--- src/rtl/ecr_pkg.sv ---
// ecr_pkg: shared types for the ECR client port.
//   ecr_state_t    - 2-bit ECR lock state encoding (11 is outside the enum
//                    but is still treated as a defined value by the client).
//   client_state_t - client FSM states.
//   ecr_is_defined - true when an ECR read value is usable (anything but 00).
package ecr_pkg;

  typedef enum logic [1:0] {
    ECR_UNDEF     = 2'b00,
    ECR_CORRECT   = 2'b01,
    ECR_INCORRECT = 2'b10
  } ecr_state_t;

  typedef enum logic [2:0] {
    ST_IDLE,
    ST_REQ,
    ST_WAIT,
    ST_RELEASE,
    ST_RESP
  } client_state_t;

  function automatic logic ecr_is_defined(input logic [1:0] v);
    return v != ECR_UNDEF;
  endfunction

endpackage

--- src/rtl/ecr_timeout_counter.sv ---
// ecr_timeout_counter: saturating cycle counter with a terminal-count flag.
//   clk, rst  - clock, async active-high reset
//   clear     - restart the count at 0 (wins over enable)
//   enable    - count one cycle
//   tc        - count has reached LIMIT (counter holds there)
// Only instantiated when ECR_CLIENT_TIMEOUT_EN is defined.
module ecr_timeout_counter #(
  parameter int LIMIT = 63
) (
  input  logic clk,
  input  logic rst,
  input  logic clear,
  input  logic enable,
  output logic tc
);

  localparam int W = (LIMIT > 0) ? $clog2(LIMIT + 1) : 1;

  logic [W-1:0] count;

  always_ff @(posedge clk or posedge rst) begin
    if (rst)                count <= '0;
    else if (clear)         count <= '0;
    else if (enable && !tc) count <= count + 1'b1;
  end

  assign tc = (count == W'(LIMIT));

endmodule

--- src/rtl/ecr_client_port.sv ---
// ecr_client_port: turns one read/write command into a lock request on the
// ECR port, waits for a grant (and, for reads, a defined value), releases the
// lock with a single-cycle pulse and returns the result on a response channel.
//   cmd_*   - command channel (valid/ready), write flag, issue ID, write data
//   rsp_*   - response channel (valid/ready), data, timeout flag
//   ecr_*   - lock request lines, payload, release pulse, grant and read data
// Build option: ECR_CLIENT_TIMEOUT_EN bounds the time spent in ST_REQ/ST_WAIT
// to TIMEOUT_CYCLES cycles; without it waits are unbounded and rsp_timeout=0.
module ecr_client_port
  import ecr_pkg::*;
#(
  parameter int ID_WIDTH       = 8,
  parameter int TIMEOUT_CYCLES = 64
) (
  input  logic                clk,
  input  logic                rst,
  input  logic                cmd_valid,
  output logic                cmd_ready,
  input  logic                cmd_write,
  input  logic [ID_WIDTH-1:0] cmd_issue_id,
  input  logic [1:0]          cmd_wdata,
  output logic                rsp_valid,
  input  logic                rsp_ready,
  output logic [1:0]          rsp_data,
  output logic                rsp_timeout,
  output logic                ecr_req_read,
  output logic                ecr_req_write,
  output logic [ID_WIDTH-1:0] ecr_req_issue_id,
  output logic [1:0]          ecr_wdata,
  output logic                ecr_release_lock,
  input  logic                ecr_grant,
  input  logic [1:0]          ecr_rdata
);

  client_state_t       state;
  logic                lat_write;
  logic [ID_WIDTH-1:0] lat_id;
  logic [1:0]          lat_wdata;
  logic                granted;
  logic [1:0]          rsp_data_q;

  logic in_req, hs, done, tmo_hit;

  assign in_req = (state == ST_REQ) || (state == ST_WAIT);
  assign hs     = cmd_valid && (state == ST_IDLE);
  // Writes commit on the first grant; reads need a grant with a defined value.
  assign done   = in_req && ecr_grant &&
                  (lat_write ? (state == ST_REQ) : ecr_is_defined(ecr_rdata));

`ifdef ECR_CLIENT_TIMEOUT_EN
  logic tc;
  logic tmo_q;

  ecr_timeout_counter #(.LIMIT(TIMEOUT_CYCLES - 1)) u_tmo (
    .clk    (clk),
    .rst    (rst),
    .clear  (hs),
    .enable (in_req),
    .tc     (tc)
  );

  // Completion in the terminal cycle takes priority over the timeout.
  assign tmo_hit = in_req && tc && !done;

  always_ff @(posedge clk or posedge rst) begin
    if (rst)          tmo_q <= 1'b0;
    else if (hs)      tmo_q <= 1'b0;
    else if (tmo_hit) tmo_q <= 1'b1;
  end

  assign rsp_timeout = tmo_q && (state == ST_RESP);
`else
  // The bound has no effect in this build: waits are unbounded.
  assign tmo_hit     = 1'b0 & (TIMEOUT_CYCLES != 0);
  assign rsp_timeout = 1'b0;
`endif

  always_ff @(posedge clk or posedge rst) begin
    if (rst) begin
      state      <= ST_IDLE;
      lat_write  <= 1'b0;
      lat_id     <= '0;
      lat_wdata  <= '0;
      granted    <= 1'b0;
      rsp_data_q <= '0;
    end else begin
      case (state)
        ST_IDLE: begin
          if (cmd_valid) begin
            lat_write <= cmd_write;
            lat_id    <= cmd_issue_id;
            lat_wdata <= cmd_wdata;
            granted   <= 1'b0;
            state     <= ST_REQ;
          end
        end
        ST_REQ, ST_WAIT: begin
          if (ecr_grant) granted <= 1'b1;
          if (done) begin
            rsp_data_q <= lat_write ? lat_wdata : ecr_rdata;
            state      <= ST_RELEASE;
          end else if (tmo_hit) begin
            rsp_data_q <= ECR_UNDEF;
            // A lock held now (or earlier) must still be released.
            state      <= (granted || ecr_grant) ? ST_RELEASE : ST_RESP;
          end else if (ecr_grant && state == ST_REQ) begin
            state <= ST_WAIT;  // read granted but value still undefined
          end
        end
        ST_RELEASE: state <= ST_RESP;
        ST_RESP: begin
          if (rsp_ready) begin
            granted <= 1'b0;
            state   <= ST_IDLE;
          end
        end
        default: state <= ST_IDLE;
      endcase
    end
  end

  // All outputs decode registered state; async reset forces them low at once.
  assign cmd_ready        = (state == ST_IDLE) && !rst;
  assign ecr_req_read     = in_req && !lat_write;
  assign ecr_req_write    = in_req && lat_write;
  assign ecr_req_issue_id = lat_id;
  assign ecr_wdata        = lat_wdata;
  assign ecr_release_lock = (state == ST_RELEASE) && granted;
  assign rsp_valid        = (state == ST_RESP);
  assign rsp_data         = rsp_data_q;

endmodule

--- config.mk ---
export PLATFORM = sky130hd
export DESIGN_NAME = ecr_client_port
export DESIGN_NICKNAME = d
export VERILOG_FILES = /design/src/rtl/ecr_pkg.sv /design/src/rtl/ecr_timeout_counter.sv /design/src/rtl/ecr_client_port.sv
export SDC_FILE = /design/constraint.sdc
export NUM_CORES = 1
export LEC_CHECK = 0
export CORE_MARGIN = 5
export CORE_UTILIZATION = 44
export DETAILED_ROUTE_END_ITERATION = 8
export PLACE_DENSITY_LB_ADDON = 0.15
export SLEW_MARGIN = 20
export SYNTH_ARGS = -nofsm -noshare
export SYNTH_HDL_FRONTEND = slang
export SYNTH_SLANG_ARGS = --single-unit
--- constraint.sdc ---
create_clock -name clk -period 3.4 [get_ports clk]
set_input_delay 0.68 -clock clk [delete_from_list [all_inputs] [get_ports clk]]
set_output_delay 0.68 -clock clk [all_outputs]
set_load 0.01 [all_outputs]
; Word level (Yosys, flattened, before mapping)
; Index checks and enable logic that the tools add are counted.
[op_classes]
addsub = 0
n_mul = 0
div = 0
n_lt_le_gt_ge = 0
eq_ne = 8
shift = 0
muxes = 11
bitwise_logic = 0
n_reduce_logical = 18
[ops]
columns = cell, count
row1 = two-way mux 3 bit, 4
row2 = one-hot mux 3 bit (4 select lines), 1
row3 = logical AND 1 bit, 7
row4 = "equality test 3 x 2 -> 1 bit, second input constant", 2
row5 = two-way mux 1 bit, 4
row6 = "inequality test 2 bit, second input constant", 2
row7 = AND reduction 2 bit, 2
row8 = AND reduction 4 bit, 1
row9 = "equality test 3 x 1 -> 1 bit, second input constant", 1
row10 = "equality test 3 bit, second input constant", 1
row11 = logical NOT 3 bit, 1
row12 = "inequality test 3 bit, second input constant", 1
row13 = one-hot mux 1 bit (3 select lines), 1
row14 = AND reduction 3 bit, 1
row15 = nonzero test 3 bit, 1
row16 = logical NOT 1 bit, 2
row17 = two-way mux 2 bit, 1
row18 = "inequality test 2 x 1 -> 1 bit, second input constant", 1
row19 = nonzero test 2 bit, 1
row20 = OR reduction 2 bit, 1
row21 = logical OR 1 bit, 1
[word_totals]
ff_bits = 17
latchBits = 0
ram_bits = 0
mem_bits_ro = 0
output_inout_bits = 18
mem_count = 0

; Logic depth before layout (Yosys ltp)
; Gate-level depths: netlist of the first run.
[logic_depth]
word_depth = 6
depth_mapped = 4

; Worst setup path after synthesis of the first run
; No wires, ideal clock.
[synth_timing]
path_kind = reg-to-output
start = reg state[0]
end = out ecr_req_write
t_arrival_ns = 1.076
required_time_ns = 2.720
path_slack_ns = 1.644
stages_incl_launch_ff = 4
n_path_buf = 1
cell_sequence = dfrtp_1 -> clkbuf_1 -> xnor2_1 -> nor3b_1
[synth_between]
elab_chain_len = 3
word_cells_on_any_way = 4
classes_between = 2 x eq/ne / 2 x reduce/logical
[synth_rtl]
columns = item, line_no
row1 = from (decl), ecr_client_port.sv:35  ; client_state_t state;
row2 = from (signal assigned), ecr_client_port.sv:105  ; state <= (granted || ecr_grant) ? ST_RELEASE : ST_RESP;
row3 = equality test 3 x 1 -> 1 bit / equality test 3 x 2 -> 1 bit (equally long branches), ecr_client_port.sv:44  ; assign in_req = (state == ST_REQ) || (state == ST_WAIT);
row4 = logical OR 1 bit *, ecr_client_port.sv:44
row5 = logical AND 1 bit *, ecr_client_port.sv:125  ; assign ecr_req_write = in_req && lat_write;
row6 = to (decl), ecr_client_port.sv:27  ; output logic ecr_req_write,
; Every way passes the cells marked *; elsewhere a longest branch is shown, timed or not.

; Worst setup path in the final report of the first run
[layout_timing]
start = in rst
end = out cmd_ready
[layout_between]
elab_chain_len = 2
[layout_rtl]
columns = item, line_no
row1 = from (decl), ecr_client_port.sv:16  ; input logic rst,
row2 = logical NOT 1 bit, ecr_client_port.sv:123  ; assign cmd_ready = (state == ST_IDLE) && !rst;
row3 = logical AND 1 bit, ecr_client_port.sv:123
row4 = to (decl), ecr_client_port.sv:18  ; output logic cmd_ready,
; No other way between the ends.

==> flow_summary.toml, run 1 <==
[clocking]
cts_setup_buffers = 0
tritoncts = "done"
cts_sinks = 17
insertion_delay_ns = 0.29
ctsResizeCount = 0
cts_root_buf = "clkbuf_4"
clk_pin_slew_ns = 0.09
clk_path_buf_depth = 2
htreeDepth = 1
cts_buffers = 3
postCtsHoldBufs = 0

[critical_path]
worstPathRequired_ns = 2.72
cpPeakStageDelay_ns = 0.58
crit_path_max_fanout = 2
r2r_end = "rsp_data[1]"
crit_arrival_ns = 1.84
start_kind = "input pin"
regToRegStartpoint = "state[1]"
crit_top_cell = "clkdlybuf4s50_1"
critical_path_class = "in -> out"
reg2regPathDepth = 3
rrSetupSlack_ns = 1.54
slowest_stage = "clkdlybuf4s50_1"
critPathBufInv = 2
crit_chain = "clkdlybuf4s50_1 > nor4_1 > clkdlybuf4s50_1"
critPathCaptureType = "output pin"
cpLargestDelayFamily = "buffers and inverters"

[layout]
final_cell_mix = "clkdlybuf4s50_1 (34), dfrtp_1 (17), mux2_2 (13)"
syn_to_final_growth_pct = 44.4
antennaDiodeCount = 0
drive_above_1_share_pct = 21.6
nNetsFinal = 121
layout_commonest_cell = "clkdlybuf4s50_1"

[synthesis]
synth_seq_area_share_pct = 50.1
syn_area_per_cell_um2 = 12.3
synth_area_um2 = 848
yosysUniqueCellTypes = 28
yosys_warnings = 0
syn_inst = 69
synth-seq-cells = 17
synth_nets = 87

[power_and_ir_drop]
p_int_w = 0.000710
powerDensity_nw_per_um2 = 879
switchingPower_w = 0.000366
pwr-share-comb_pct = 51.5
p_sw_share_pct = 34.0
power_frac_clock_pct = 10.0
max-vdd-ir-drop_v = 0.000480
seq_power_share_pct = 38.5
leakage_nw = 0.490
total_power_w = 0.00108

[hold_path]
holdPathStages = 1
hold_class = "reg -> reg"
holdPathEnd = "rsp_data[1]"
hold_start = "rsp_data[1]"

[timing]
finalSetupViolCount = 0
fmax_ghz = 0.397
fin_hold_ws_ns = 0.495
tightest_slew_ns = 0.631
period_share_pct = 74.2
fin_skew_ns = 0.00941
drv_slew = 0
min_period_ns = 2.52
finalHoldViolCount = 0
tns_ns = 0
slew_headroom_pct = 57.9
rsz0062_at_grt = "no"

[route]
vias = 627
wl_per_cell_um = 13.5
antenna_left = 0
dr.first_iter.drc_count = 5
post-route-drc-count = 0
wirelength_mm = 1.72
via_per_inst = 4.94
dr.pass1.iters = 3

[die]
num_rows = 15
dieHeight_um = 53.9
die_x_um = 53.9
design.die.area_um2 = 2910
coreArea_um2 = 1780
io_pins = 36
start_util_pct = 47.6

[placed_design]
globalplace.congestion = 0.713
portBuffers = 34
dp_hpwl_mm = 1.34

[global_routing]
grt_max_degree = 18
antenna_found_initial = 0
grtUsageTotal_pct = 14.7
gr-total-overflow = 0
grt_pass1_vias = 708
grt_pass1_wl_mm = 3.04

[job]
drv_cap = 0

[run_status]
status = "finished clean"
[cells in the mapped netlist]
cell / n / area (um2)
and4b_1: 1 / 10.0
clkbuf_1: 3 / 11.3
nor2b_1: 1 / 6.26
dfrtp_1: 17 / 425
mux2_2: 13 / 146
nor3_1: 1 / 5.00
or3b_4: 1 / 11.3
nand2b_1: 1 / 6.26
conb_1: 1 / 3.75
nor3_2: 1 / 10.0
nand2_1: 3 / 11.3
buf_6: 1 / 11.3
o2bb2ai_1: 1 / 8.76
o22ai_1: 1 / 6.26
o31ai_1: 1 / 7.51
nor2_1: 3 / 11.3
nor4_1: 2 / 12.5
o21ai_0: 2 / 10.0
nor3b_1: 2 / 15.0
xnor2_1: 1 / 8.76
a2111oi_4: 1 / 27.5
and3b_2: 1 / 10.0
mux2_1: 3 / 33.8
and2_1: 1 / 6.26
a2bb2oi_1: 1 / 8.76
buf_2: 1 / 5.00
buf_4: 1 / 7.51
inv_1: 3 / 11.3
[area by class of cell]
class,instances,area (um2)
tap,25,31.3
fill,140,558
clock buffer,4,26.3
multi-input combinational,43,383
sequential,17,425
timing repair buffer,35,348
inverter,3,11.3
[how the worst max path moves through the flow]
stage	start	to	slack (ns)	cells after the start
5_1_grt	state[0]	ecr_req_write	0.77	3
2_1_floorplan	state[0]	ecr_req_write	1.64	3
3_5_place_dp	rst	cmd_ready	0.87	3
3_3_place_gp	rst	cmd_ready	0.87	3
4_1_cts	rst	cmd_ready	0.87	3
6_report	rst	cmd_ready	0.88	3
[metal layers]
metal	share of wire, %	global-route usage (%)	vias to the layer above
li1	-	-	305
met1	39	17.5	298
met2	52	23.2	20
met3	8.3	5.82	4
met4	1.3	6.38	0
met5	0	0	-
[state kept, by name (all words and copies together), names as in the netlist]
name	flops
lat_write	1
rsp_data	2
granted	1
state	3
ecr_wdata	2
ecr_req_issue_id	8
[cells by family (layout without fill, tap and decap cells)]
kind of cell	Yosys count	in the layout	synth area share [%]
DFF	17	17	50.1
buffers and inverters	9	42	5.46
and+or+nand+nor	18	18	13.6
muxes	16	16	21.2
AOI/OAI and AO/OA	7	7	8.11
xor gates and xnor gates	1	1	1.03
other	1	1	0.442
[power groups by stage]
stage | Sequential (W) | Combinational, W | Clock (W)
floorplan | 0.000395 | 0.000324 | 0
global placement | 0.000415 | 0.000552 | 0
detailed placement | 0.000421 | 0.000563 | 0
CTS | 0.000416 | 0.000566 | 0.000113
global route | 0.000441 | 0.000598 | 0.000120
finish | 0.000414 | 0.000554 | 0.000108
[per-stage QoR]
stage	instance area [um2]	utilization, %	instances	setup slack [ns]
6_report	1220	68.7	127	0.878
5_1_grt	1220	68.7	127	0.775
4_1_cts	1220	68.7	127	0.869
3_5_place_dp	1200	67.2	123	0.867
3_3_place_gp	1200	67.2	123	0.873
2_1_floorplan	848	-	69	1.64
Power figures use the tool's default switching activity.
==> run 2: changes to the inputs <==
- CORE_UTILIZATION: 44 -> 37
- clock period: 3.4 -> 2.1 ns (I/O delays scaled with it)
==> run 2 against run 1 <==
  * Final area rose by 4.3%
  * Sequential power rose by 56%
  * Clock skew fell by 0.0077 ns
  * Via count rose by 5.1%
  * Wire length rose by 6.6%
  * First-iteration DRC count rose by 20%
  * Clock power rose by 64%
  * Highest routed layer is now met3
  * Setup slack got worse by 0.82 ns
  * Global-route usage fell by 2.9 points
  * Register-to-register slack got worse by 1.3 ns
  * Flip-flop and latch count did not move
  * Largest power group unchanged
==> flow_summary.toml, run 2 (same netlist as run 1, synthesis figures left out) <==
[hold_path]
hold_class = "reg -> reg"

[power_and_ir_drop]
total_power_w = 0.00182
p_sw_share_pct = 34.2
p_int_w = 0.00120
power_frac_clock_pct = 9.7
max-vdd-ir-drop_v = 0.000804
powerDensity_nw_per_um2 = 1420
pwr-share-comb_pct = 54.8
switchingPower_w = 0.000621
seq_power_share_pct = 35.5
leakage_nw = 0.530

[critical_path]
critical_path_class = "reg -> out"
start_kind = "flip-flop"
crit_path_max_fanout = 6
worstPathRequired_ns = 1.68
critPathBufInv = 1
cpLargestDelayFamily = "buffers and inverters"
crit_arrival_ns = 1.62
crit_chain = "nand2_1 > nor3b_1 > clkdlybuf4s50_1"
slowest_stage = "clkdlybuf4s50_1"
cpPeakStageDelay_ns = 0.57
critPathCaptureType = "output pin"

[die]
num_rows = 17
design.die.area_um2 = 3350
coreArea_um2 = 2190
die_x_um = 57.9
dieHeight_um = 57.9
start_util_pct = 38.7
io_pins = 36

[placed_design]
globalplace.congestion = 0.753
portBuffers = 34
place_inst = 127
dp_hpwl_mm = 1.37
dpl_cell_area_um2 = 1210

[route]
dr.first_iter.drc_count = 6
vias = 659
wirelength_mm = 1.83
post-route-drc-count = 0
wl_per_cell_um = 13.5
via_per_inst = 4.85
antenna_left = 0
dr.pass1.iters = 3

[run_status]
status = "finished clean"

[clocking]
insertion_delay_ns = 0.29
tritoncts = "done"
postCtsHoldBufs = 0
clk_pin_slew_ns = 0.10
htreeDepth = 1
clk_path_buf_depth = 2
cts_buffers = 3
cts_root_buf = "clkbuf_4"
cts_sinks = 17

[timing]
tns_ns = 0
tightest_slew_ns = 0.669
period_share_pct = 97.1
finalSetupViolCount = 0
slew_headroom_pct = 55.4
fin_skew_ns = 0.00170
fmax_ghz = 0.490
min_period_ns = 2.04
drv_slew = 0
finalHoldViolCount = 0

[job]
drv_cap = 0

[layout]
fin_area_um2 = 1280
instances_no_fill = 136
largest_reg_flops = 8
nNetsFinal = 127
layout_commonest_cell = "clkdlybuf4s50_1"
syn_to_final_growth_pct = 50.6
final_cell_mix = "clkdlybuf4s50_1 (31), dfrtp_1 (14), mux2_2 (13)"
antennaDiodeCount = 0
drive_above_1_share_pct = 30.6
postLayoutCoreUtil_pct = 58.3

[global_routing]
grt_pass1_wl_mm = 3.07
antenna_found_initial = 0
gr-total-overflow = 0
grtUsageTotal_pct = 11.8
grt_pass1_vias = 696
grt_max_degree = 18
run 2: cell type report:
cell class                 instances  area, um2
tap                               28       35.0
timing repair buffer              41        389
clock buffer                       3       22.5
inverter                           3       11.3
fill                             188        913
sequential                        17        429
clock inverter                     1       5.00
multi-input combinational         43        385
run 2: worst paths after layout:
check	slack, ns	depth (start not counted)	endpoint	start
max reg2reg	0.24	4	rsp_data[0]	state[1]
min reg2reg	0.50	1	rsp_data[1]	rsp_data[1]
min in group asynchronous	0.56	2	ecr_req_issue_id[7]	rst
max in group asynchronous	1.08	2	state[2]	rst
max	0.06	3	ecr_release_lock	state[1]
min	0.50	1	rsp_data[1]	rsp_data[1]
run 2: routing by layer:
| layer | wire [um] | share of wire [%] | global-route usage, % | vias to the layer above |
|---|---|---|---|---|
| li1 | - | - | - | 322 |
| met5 | 0 | 0 | 0 | - |
| met1 | 816 | 45 | 14.7 | 319 |
| met2 | 888 | 48 | 18.9 | 18 |
| met4 | 0 | 0 | 3.97 | 0 |
| met3 | 125 | 6.8 | 4.23 | 0 |
run 2: timing repair:
action | 4_1_cts | 5_1_grt
endpoints found under the setup margin | 5 | 2
cloned | 0 | 0
gates resized for setup | 6 | 1
setup buffers | 1 | 4
hold endpoints to repair | 0 | 0
run 2: per-stage QoR:
stage | setup slack, ns | hold WS (ns)
floorplan | 0.386 | 0.346
global placement | 0.103 | 0.469
detailed placement | 0.0819 | 0.478
CTS | 0.0197 | 0.501
global route | -0.00740 | 0.513
finish | 0.0610 | 0.496
run 2: worst register-to-register path, cell delays in order, from the launching register on:
cell	delay, ns
dfrtp_2	0.45
buf_4	0.17
or3b_4	0.39
a2111oi_4	0.40
mux2_1	0.35
run 2: power groups by stage:
stage               Clock, W  Sequential, W  Combinational (W)
floorplan                  0       0.000640           0.000525
global placement           0       0.000667           0.000922
detailed placement         0       0.000674           0.000936
CTS                 0.000182       0.000663           0.000938
global route        0.000201       0.000675            0.00108
finish              0.000177       0.000645           0.000995
